--- config.mk ---
export PLATFORM = sky130hd
export DESIGN_NAME = fifo_uart_tx
export DESIGN_NICKNAME = d
export VERILOG_FILES = /design/src/rtl/fifo_uart_tx_pkg.sv /design/src/rtl/fifo_uart_tx_baud_tick_gen.sv /design/src/rtl/fifo_uart_tx.sv
export SDC_FILE = /design/constraint.sdc
export NUM_CORES = 1
export LEC_CHECK = 0
export CELL_PAD_IN_SITES_DETAIL_PLACEMENT = 1
export CELL_PAD_IN_SITES_GLOBAL_PLACEMENT = 2
export CORE_ASPECT_RATIO = 1.5
export CORE_UTILIZATION = 33
export DETAILED_ROUTE_END_ITERATION = 8
export GPL_TIMING_DRIVEN = 0
export PLACE_DENSITY_LB_ADDON = 0.1
export SYNTH_ARGS = -nofsm -noshare
export SYNTH_HDL_FRONTEND = slang
export SYNTH_HIERARCHICAL = 1
export SYNTH_SLANG_ARGS = --single-unit
--- constraint.sdc ---
create_clock -name clk -period 4.1 [get_ports clk]
set_clock_uncertainty 0.15 [all_clocks]
set_input_delay 0.82 -clock clk [delete_from_list [all_inputs] [get_ports clk]]
set_output_delay 0.82 -clock clk [all_outputs]
set_load 0.02 [all_outputs]
--- src/rtl/fifo_uart_tx_pkg.sv ---
// uart_tx_pkg: shared state encoding and frame constants for fifo_uart_tx (rev 1.0).
`default_nettype none

package uart_tx_pkg;

  typedef enum logic [2:0] {
    IDLE   = 3'd0,
    FETCH  = 3'd1,
    START  = 3'd2,
    DATA   = 3'd3,
    PARITY = 3'd4,
    STOP   = 3'd5
  } tx_state_t;

  localparam int DATA_BITS = 8;
  localparam int STOP_BITS = 1;

endpackage

`default_nettype wire

--- src/rtl/fifo_uart_tx_baud_tick_gen.sv ---
// baud_tick_gen: bit-period counter; tick marks the last clock of each UART bit (rev 1.0).
`default_nettype none

module baud_tick_gen #(
  parameter int CLKS_PER_BIT = 16
) (
  input  logic clk,
  input  logic rst_n,
  input  logic en,
  output logic tick
);

  localparam int CNT_W = (CLKS_PER_BIT > 1) ? $clog2(CLKS_PER_BIT) : 1;
  localparam logic [CNT_W-1:0] LAST = CNT_W'(CLKS_PER_BIT - 1);

  logic [CNT_W-1:0] cnt_q;
  logic [CNT_W-1:0] cnt_d;

  assign tick = en && (cnt_q == LAST);

  // Held at zero while disabled so every bit period starts from a clean count.
  always_comb begin
    cnt_d = cnt_q;
    if (!en || tick) begin
      cnt_d = '0;
    end else begin
      cnt_d = cnt_q + CNT_W'(1);
    end
  end

  always_ff @(posedge clk) begin
    if (!rst_n) begin
      cnt_q <= '0;
    end else begin
      cnt_q <= cnt_d;
    end
  end

endmodule

`default_nettype wire

--- src/rtl/fifo_uart_tx.sv ---
// fifo_uart_tx: pops bytes from a registered-read FIFO and sends them as 8N1 UART frames (rev 1.0).
// Optional even parity bit between data and stop when FIFO_UART_TX_PARITY_EN is defined.
`default_nettype none

module fifo_uart_tx
  import uart_tx_pkg::*;
#(
  parameter int CLKS_PER_BIT = 16,
  parameter int DATA_W       = 8
) (
  input  logic              clk,
  input  logic              rst_n,
  input  logic              fifo_empty,
  input  logic [DATA_W-1:0] fifo_dout,
  input  logic              fifo_wr_busy,
  output logic              fifo_rd,
  output logic              tx,
  output logic              busy,
  output logic              byte_done
);

  localparam int IDX_W = $clog2(DATA_BITS);
  localparam logic [IDX_W-1:0] LAST_IDX = IDX_W'(DATA_BITS - 1);

  tx_state_t         state_q, state_d;
  logic [DATA_W-1:0] shift_q, shift_d;
  logic [IDX_W-1:0]  idx_q, idx_d;
  logic              tx_q, tx_d;
  logic              baud_en;
  logic              tick;
`ifdef FIFO_UART_TX_PARITY_EN
  logic              parity_q, parity_d;
`endif

  // A pop is withheld whenever the FIFO is taking a write, since the FIFO would drop it.
  assign fifo_rd   = (state_q == IDLE) && !fifo_empty && !fifo_wr_busy && rst_n;
  assign baud_en   = (state_q != IDLE) && (state_q != FETCH);
  assign tx        = tx_q;
  assign busy      = (state_q != IDLE);
  assign byte_done = (state_q == STOP) && tick;

  baud_tick_gen #(
    .CLKS_PER_BIT(CLKS_PER_BIT)
  ) u_baud (
    .clk  (clk),
    .rst_n(rst_n),
    .en   (baud_en),
    .tick (tick)
  );

  always_comb begin
    state_d  = state_q;
    shift_d  = shift_q;
    idx_d    = idx_q;
    tx_d     = tx_q;
`ifdef FIFO_UART_TX_PARITY_EN
    parity_d = parity_q;
`endif
    case (state_q)
      IDLE: begin
        tx_d = 1'b1;
        if (fifo_rd) state_d = FETCH;
      end
      FETCH: begin
        shift_d  = fifo_dout;
        idx_d    = '0;
        tx_d     = 1'b0;
        state_d  = START;
`ifdef FIFO_UART_TX_PARITY_EN
        parity_d = ^fifo_dout;
`endif
      end
      START: begin
        if (tick) begin
          tx_d    = shift_q[0];
          state_d = DATA;
        end
      end
      DATA: begin
        if (tick) begin
          shift_d = shift_q >> 1;
          if (idx_q == LAST_IDX) begin
            idx_d   = '0;
`ifdef FIFO_UART_TX_PARITY_EN
            tx_d    = parity_q;
            state_d = PARITY;
`else
            tx_d    = 1'b1;
            state_d = STOP;
`endif
          end else begin
            idx_d = idx_q + IDX_W'(1);
            tx_d  = shift_q[1];
          end
        end
      end
`ifdef FIFO_UART_TX_PARITY_EN
      PARITY: begin
        if (tick) begin
          tx_d    = 1'b1;
          state_d = STOP;
        end
      end
`endif
      STOP: begin
        if (tick) begin
          tx_d    = 1'b1;
          state_d = IDLE;
        end
      end
      default: begin
        tx_d    = 1'b1;
        state_d = IDLE;
      end
    endcase
  end

  always_ff @(posedge clk) begin
    if (!rst_n) begin
      state_q  <= IDLE;
      shift_q  <= '0;
      idx_q    <= '0;
      tx_q     <= 1'b1;
`ifdef FIFO_UART_TX_PARITY_EN
      parity_q <= 1'b0;
`endif
    end else begin
      state_q  <= state_d;
      shift_q  <= shift_d;
      idx_q    <= idx_d;
      tx_q     <= tx_d;
`ifdef FIFO_UART_TX_PARITY_EN
      parity_q <= parity_d;
`endif
    end
  end

endmodule

`default_nettype wire
# Word level (Yosys, flattened, before mapping)
# Cells that the tools add are included.
word_totals:
  latch_bits: 0
  out_inout_bits: 4
  input_bits: 12
  romBits: 0
  wordCells: 53
  ff_bits: 19
  ram_bits: 0
  memories: 0
classes:
  n_reduce_logical: 17
  eq_ne: 12
  shifts: 0
  magnitude_cmp: 0
  muxes: 16
  n_addsub: 2
  multipliers: 0
  div_mod_pow: 0
  n_bitwise: 1
ops:
  columns: ["operator", "count"]
  rows:
  - ["3-bit 2-to-1 mux", 7]
  - ["8-bit one-hot mux with 2 select lines", 1]
  - ["3-bit one-hot mux with 5 select lines", 1]
  - ["2-bit != test (second input constant)", 5]
  - ["8-bit 2-to-1 mux", 1]
  - ["3-bit by 2-bit equality test with 1-bit output (second input constant)", 2]
  - ["3-bit equality test (second input constant)", 2]
  - ["1-bit logical AND", 6]
  - ["3-bit one-hot mux with 2 select lines", 1]
  - ["5-bit AND reduction", 1]
  - ["4-bit by 1-bit adder with 4-bit output (second input constant)", 1]
  - ["4-bit equality test (second input constant)", 1]
  - ["1-bit 2-to-1 mux", 4]
  - ["1-bit one-hot mux with 4 select lines", 1]
  - ["3-bit by 1-bit adder with 3-bit output (second input constant)", 1]
  - ["3-bit by 1-bit equality test with 1-bit output (second input constant)", 1]
  - ["1-bit logical NOT", 3]
  - ["3-bit logical NOT", 1]
  - ["3-bit by 1-bit != test with 1-bit output (second input constant)", 1]
  - ["3-bit AND reduction", 1]
  - ["3-bit nonzero test", 1]
  - ["2-bit AND reduction", 1]
  - ["2-bit nonzero test", 1]
  - ["2-bit OR reduction", 1]
  - ["2 further kinds", 2]

# Depth between registers and ports, before layout
logic_depth:
  ltp_word: 6
  depth_mapped: 9
  mapped_depth_nobuf: 7

# By module
# Netlist, hierarchy kept.
modules_own_cells:
  columns: ["module", "area_each_um2", "n_inst", "cells_each", "seq_area_each_um2"]
  rows:
  - ["fifo_uart_tx", 815.8, 1, 92, 300.3]
  - ["baud_tick_gen", 156.4, 1, 17, 80.1]

# Worst setup path before layout
# OpenSTA, ideal clock, no wires.
synth_path:
  kind: "reg2out"
  from: "register state_q[1]"
  to: "output fifo_rd"
  required_time_ns: 3.130
  n_path_buf: 1
  t_arrival_ns: 1.394
  path_stages_with_launch: 4
  path_slack_ns: 1.736
  cell_sequence: "dfxtp_1 > buf_6 > or3_4 > nor4b_2"
synth_between:
  elab_chain_cells: 4
synth_rtl:
  columns: ["item", "line_no", "source"]
  rows:
  - ["start: declaration", "fifo_uart_tx.sv:25", "tx_state_t state_q, state_d;"]
  - ["start signal: assignment", "fifo_uart_tx.sv:128", "state_q <= state_d;"]
  - ["3-bit logical NOT", "fifo_uart_tx.sv:36", "assign fifo_rd = (state_q == IDLE) && !fifo_empty && !fifo_wr_busy && rst_n;"]
  - ["1-bit logical AND (3 in series)", "fifo_uart_tx.sv:36", null]
  - ["end: declaration", "fifo_uart_tx.sv:16", "output logic fifo_rd,"]
# Every way passes these cells.

# Worst setup path in the final report
layout_path:
  from: "input rst_n"
  to: "output fifo_rd"
layout_between:
  elab_chain_cells: 1
layout_rtl:
  columns: ["item", "line_no", "source"]
  rows:
  - ["start: declaration", "fifo_uart_tx.sv:12", "input logic rst_n,"]
  - ["1-bit logical AND", "fifo_uart_tx.sv:36", null]
# Every way passes these cells.

==> results by group <==
STA
  • Final min period: 3.32 ns
  • Min Hold Slack: 0.302 ns
  • Max Clk Rate: 0.301 GHz
  • Final Hold Fails: 0
  • Tightest Pin Transition: 0.429 ns
  • Period utilization: 81.0%
  • Max_slew headroom: 71.3%
  • Final setup violation count: 0
  • Unrepaired setup endpoints after global routing: no
  • Setup TNS: 0 ns
  • Final Max Tran Viols: 0

Yosys
  • Async S/R FF share, synth: 0%
  • Main synth FF type: dfxtp_1
  • Multiplexer area fraction after synthesis: 4.12%
  • Post-synth EDFFs: 0
  • Complex-gate fraction of the synthesized area: 16.3%
  • Number of synthesis warnings: 6
  • Synth Net Count: 124
  • Largest family of logic cells by synthesized area: simple AND/OR/NAND/NOR gates
  • Netlist Area Pre-Place: 972 µm²
  • Post-Syn Area per Cell: 8.92 µm²
  • Adder-cell share of the synthesized area: 3.86%
  • Sequential fraction of the synthesis area: 39.1%
  • Distinct cells, synth: 36
  • Post-Synth XOR/XNOR Area: 1.80%
  • Flops & latches, synth: 19
  • Post-Synth Simple-Gate Area: 29.0%
  • Post-Synthesis Cells: 109

Worst setup path
  • Worst Path Class, Setup: input port to primary output
  • Worst EP arrival: 2.35 ns
  • CP Data Required Time: 3.13 ns
  • Worst Path Max Fanout: 8
  • Setup crit end kind: primary output
  • CP startpoint kind: input port

Die
  • I/O pins: 16
  • Die area: 0.00317 mm²
  • Die X: 46.3 µm
  • Core area: 0.00273 mm²
  • Die H: 68.5 µm
  • Core Rows: 23
  • Starting density of the core: 35.6%

Global route
  • Tot GR Track Use: 17.0%
  • First-pass GRT wire length: 3860 µm
  • Antenna violations before repair: 0
  • Largest net degree at the start of global routing: 11
  • Overflow after GRT: 0
  • Vias in the first global route: 916

Routing
  • Vias: 845
  • Routed vias/inst: 5.12
  • Iteration-0 DRC Markers: 16
  • Detailed-route DRC error count: 0
  • Routed wire length: 2270 µm
  • Post-route ant nets: 0
  • Routed wire per std cell: 13.7 µm
  • DRT Pass-1 Iters: 4

Placed design
  • Area after DPL: 0.00117 mm²
  • GPL Wtd Cong: 0.716
  • Post-DP HPWL: 1730 µm
  • Number of port buffers: 15
  • DP Cell Count: 161

Layout
  • Multi-input logic area: 536 µm²
  • Layout cells sized above 1: 12.5%
  • P&R area growth vs syn: 24.8%
  • Final Util: 44.4%
  • Fin area: 0.00121 mm²
  • FF+latch area: 380 µm²
  • N_diodes: 0
  • Final nets: 144
  • # fillers: 343
  • Fin cells: 165

Power
  • Leakage Power: 0.474 nW
  • Pwr Density: 341 mW/mm²
  • Max rail drop VDD: 0.000153 V

CTS
  • Deepest clock path buffer count: 2
  • Cts bufs inserted: 3
  • Hold_buf cts: 0
  • Clock Sink Count: 19
  • Later-pin clock latency in the skew report: 0.26 ns
  • Setup Buffers After CTS: 0
  • Post_cts resized: 0
  • Clock slew at reported path FFs: 0.07 ns
  • CTS tree: yes
  • Root Driver: clkbuf_8
  • H-Tree Depth: 1

Status
  • Status: completed

Worst hold path
  • Hold Crit Class: flop to flop

Flow run
  • Maxcap violations: 0
## layer usage
metal  wire length [µm]  GRT usage (%)  vias up
met5                  0              0        -
met4                 49           8.82        0
met3                 54           2.37        5
met2               1250           33.3       14
met1                909           15.9      405
li1                   -              -      421
## sequential cells by signal, indices dropped and copies added (netlist names)
| signal | cells |
|---|---|
| state_q | 3 |
| u_baud/cnt_q | 4 |
| idx_q | 3 |
| tx | 1 |
| shift_q | 8 |
## final timing paths
| path | startpoint | endpoint | slack (ns) | cells past startpoint |
|---|---|---|---|---|
| hold reg to reg | u_baud/cnt_q[0] | u_baud/cnt_q[0] | 0.30 | 1 |
| hold / removal | u_baud/cnt_q[0] | u_baud/cnt_q[0] | 0.30 | 1 |
| setup reg to reg | state_q[1] | shift_q[6] | 1.97 | 9 |
| setup / recovery | rst_n | fifo_rd | 0.78 | 3 |
## cells in the mapped netlist, types with 3 or more instances
master	count	area share, %
nor2_1	4	1.5
o21ai_0	3	1.5
inv_1	3	1.2
nor2b_1	4	2.6
a21oi_1	4	2.1
o21ai_1	8	4.1
mux2i_1	4	4.1
a31oi_1	6	3.9
ha_1	3	3.9
dfxtp_1	19	39
nand2_1	15	5.8
nand3_1	4	2.1
buf_6	3	3.5
## power breakdown
group / switching [W] / total (W) / leakage, nW / internal, W
clock network: 0.0000634 / 0.000133 / 0.0228 / 0.0000691
logic: 0.0000368 / 0.0000767 / 0.297 / 0.0000399
registers: 0.00000889 / 0.000205 / 0.155 / 0.000196
total: 0.000109 / 0.000414 / 0.474 / 0.000305
## layout by cell type, fill, tap and decap left out, types with 2 or more instances in the layout
cell	Yosys	layout
dfxtp_1	19	19
nand2_1	15	15
clkdlybuf4s50_1	0	15
o21ai_1	8	8
a31oi_1	6	6
nor2_1	4	4
mux2i_1	4	4
nor2b_1	4	4
a21oi_1	4	4
nand3_1	4	4
buf_6	3	3
o21ai_0	3	3
inv_1	3	3
ha_1	3	3
clkbuf_8	0	3
or2_1	2	2
inv_2	2	2
nand3b_1	2	2
clkbuf_1	1	2
nor3b_1	2	2
a211oi_1	2	2
xor2_1	2	2
## through the flow
| step | setup WS, ns | total power, W |
|---|---|---|
| global placement | 0.776 | 0.000285 |
| finish | 0.781 | 0.000414 |
| global route | 0.715 | 0.000436 |
| CTS | 0.767 | 0.000423 |
| detailed placement | 0.771 | 0.000287 |
| floorplan | 1.74 | 0.000258 |
## final cells by class
class / count / share of cell area [%]
inverter: 5 / 1.55
clock buffer: 4 / 3.71
tap: 37 / 3.81
sequential: 19 / 31.3
buffer: 4 / 3.09
multi-input combinational: 81 / 44.1
timing repair buffer: 15 / 12.4
## worst max-delay path, stage by stage
cell and delay, ns:
clkdlybuf4s50_1 0.64, nor4b_2 0.25, clkdlybuf4s50_1 0.64
## logic make-up after synthesis
family / Yosys count
XOR/XNOR: 2
multiplexers: 4
buffers and inverters: 9
AND/OR/NAND/NOR: 45
adder cells (fa/ha/maj): 3
flip-flops: 19
AO/OA/AOI/OAI: 27
Power figures use the tool's default switching activity.
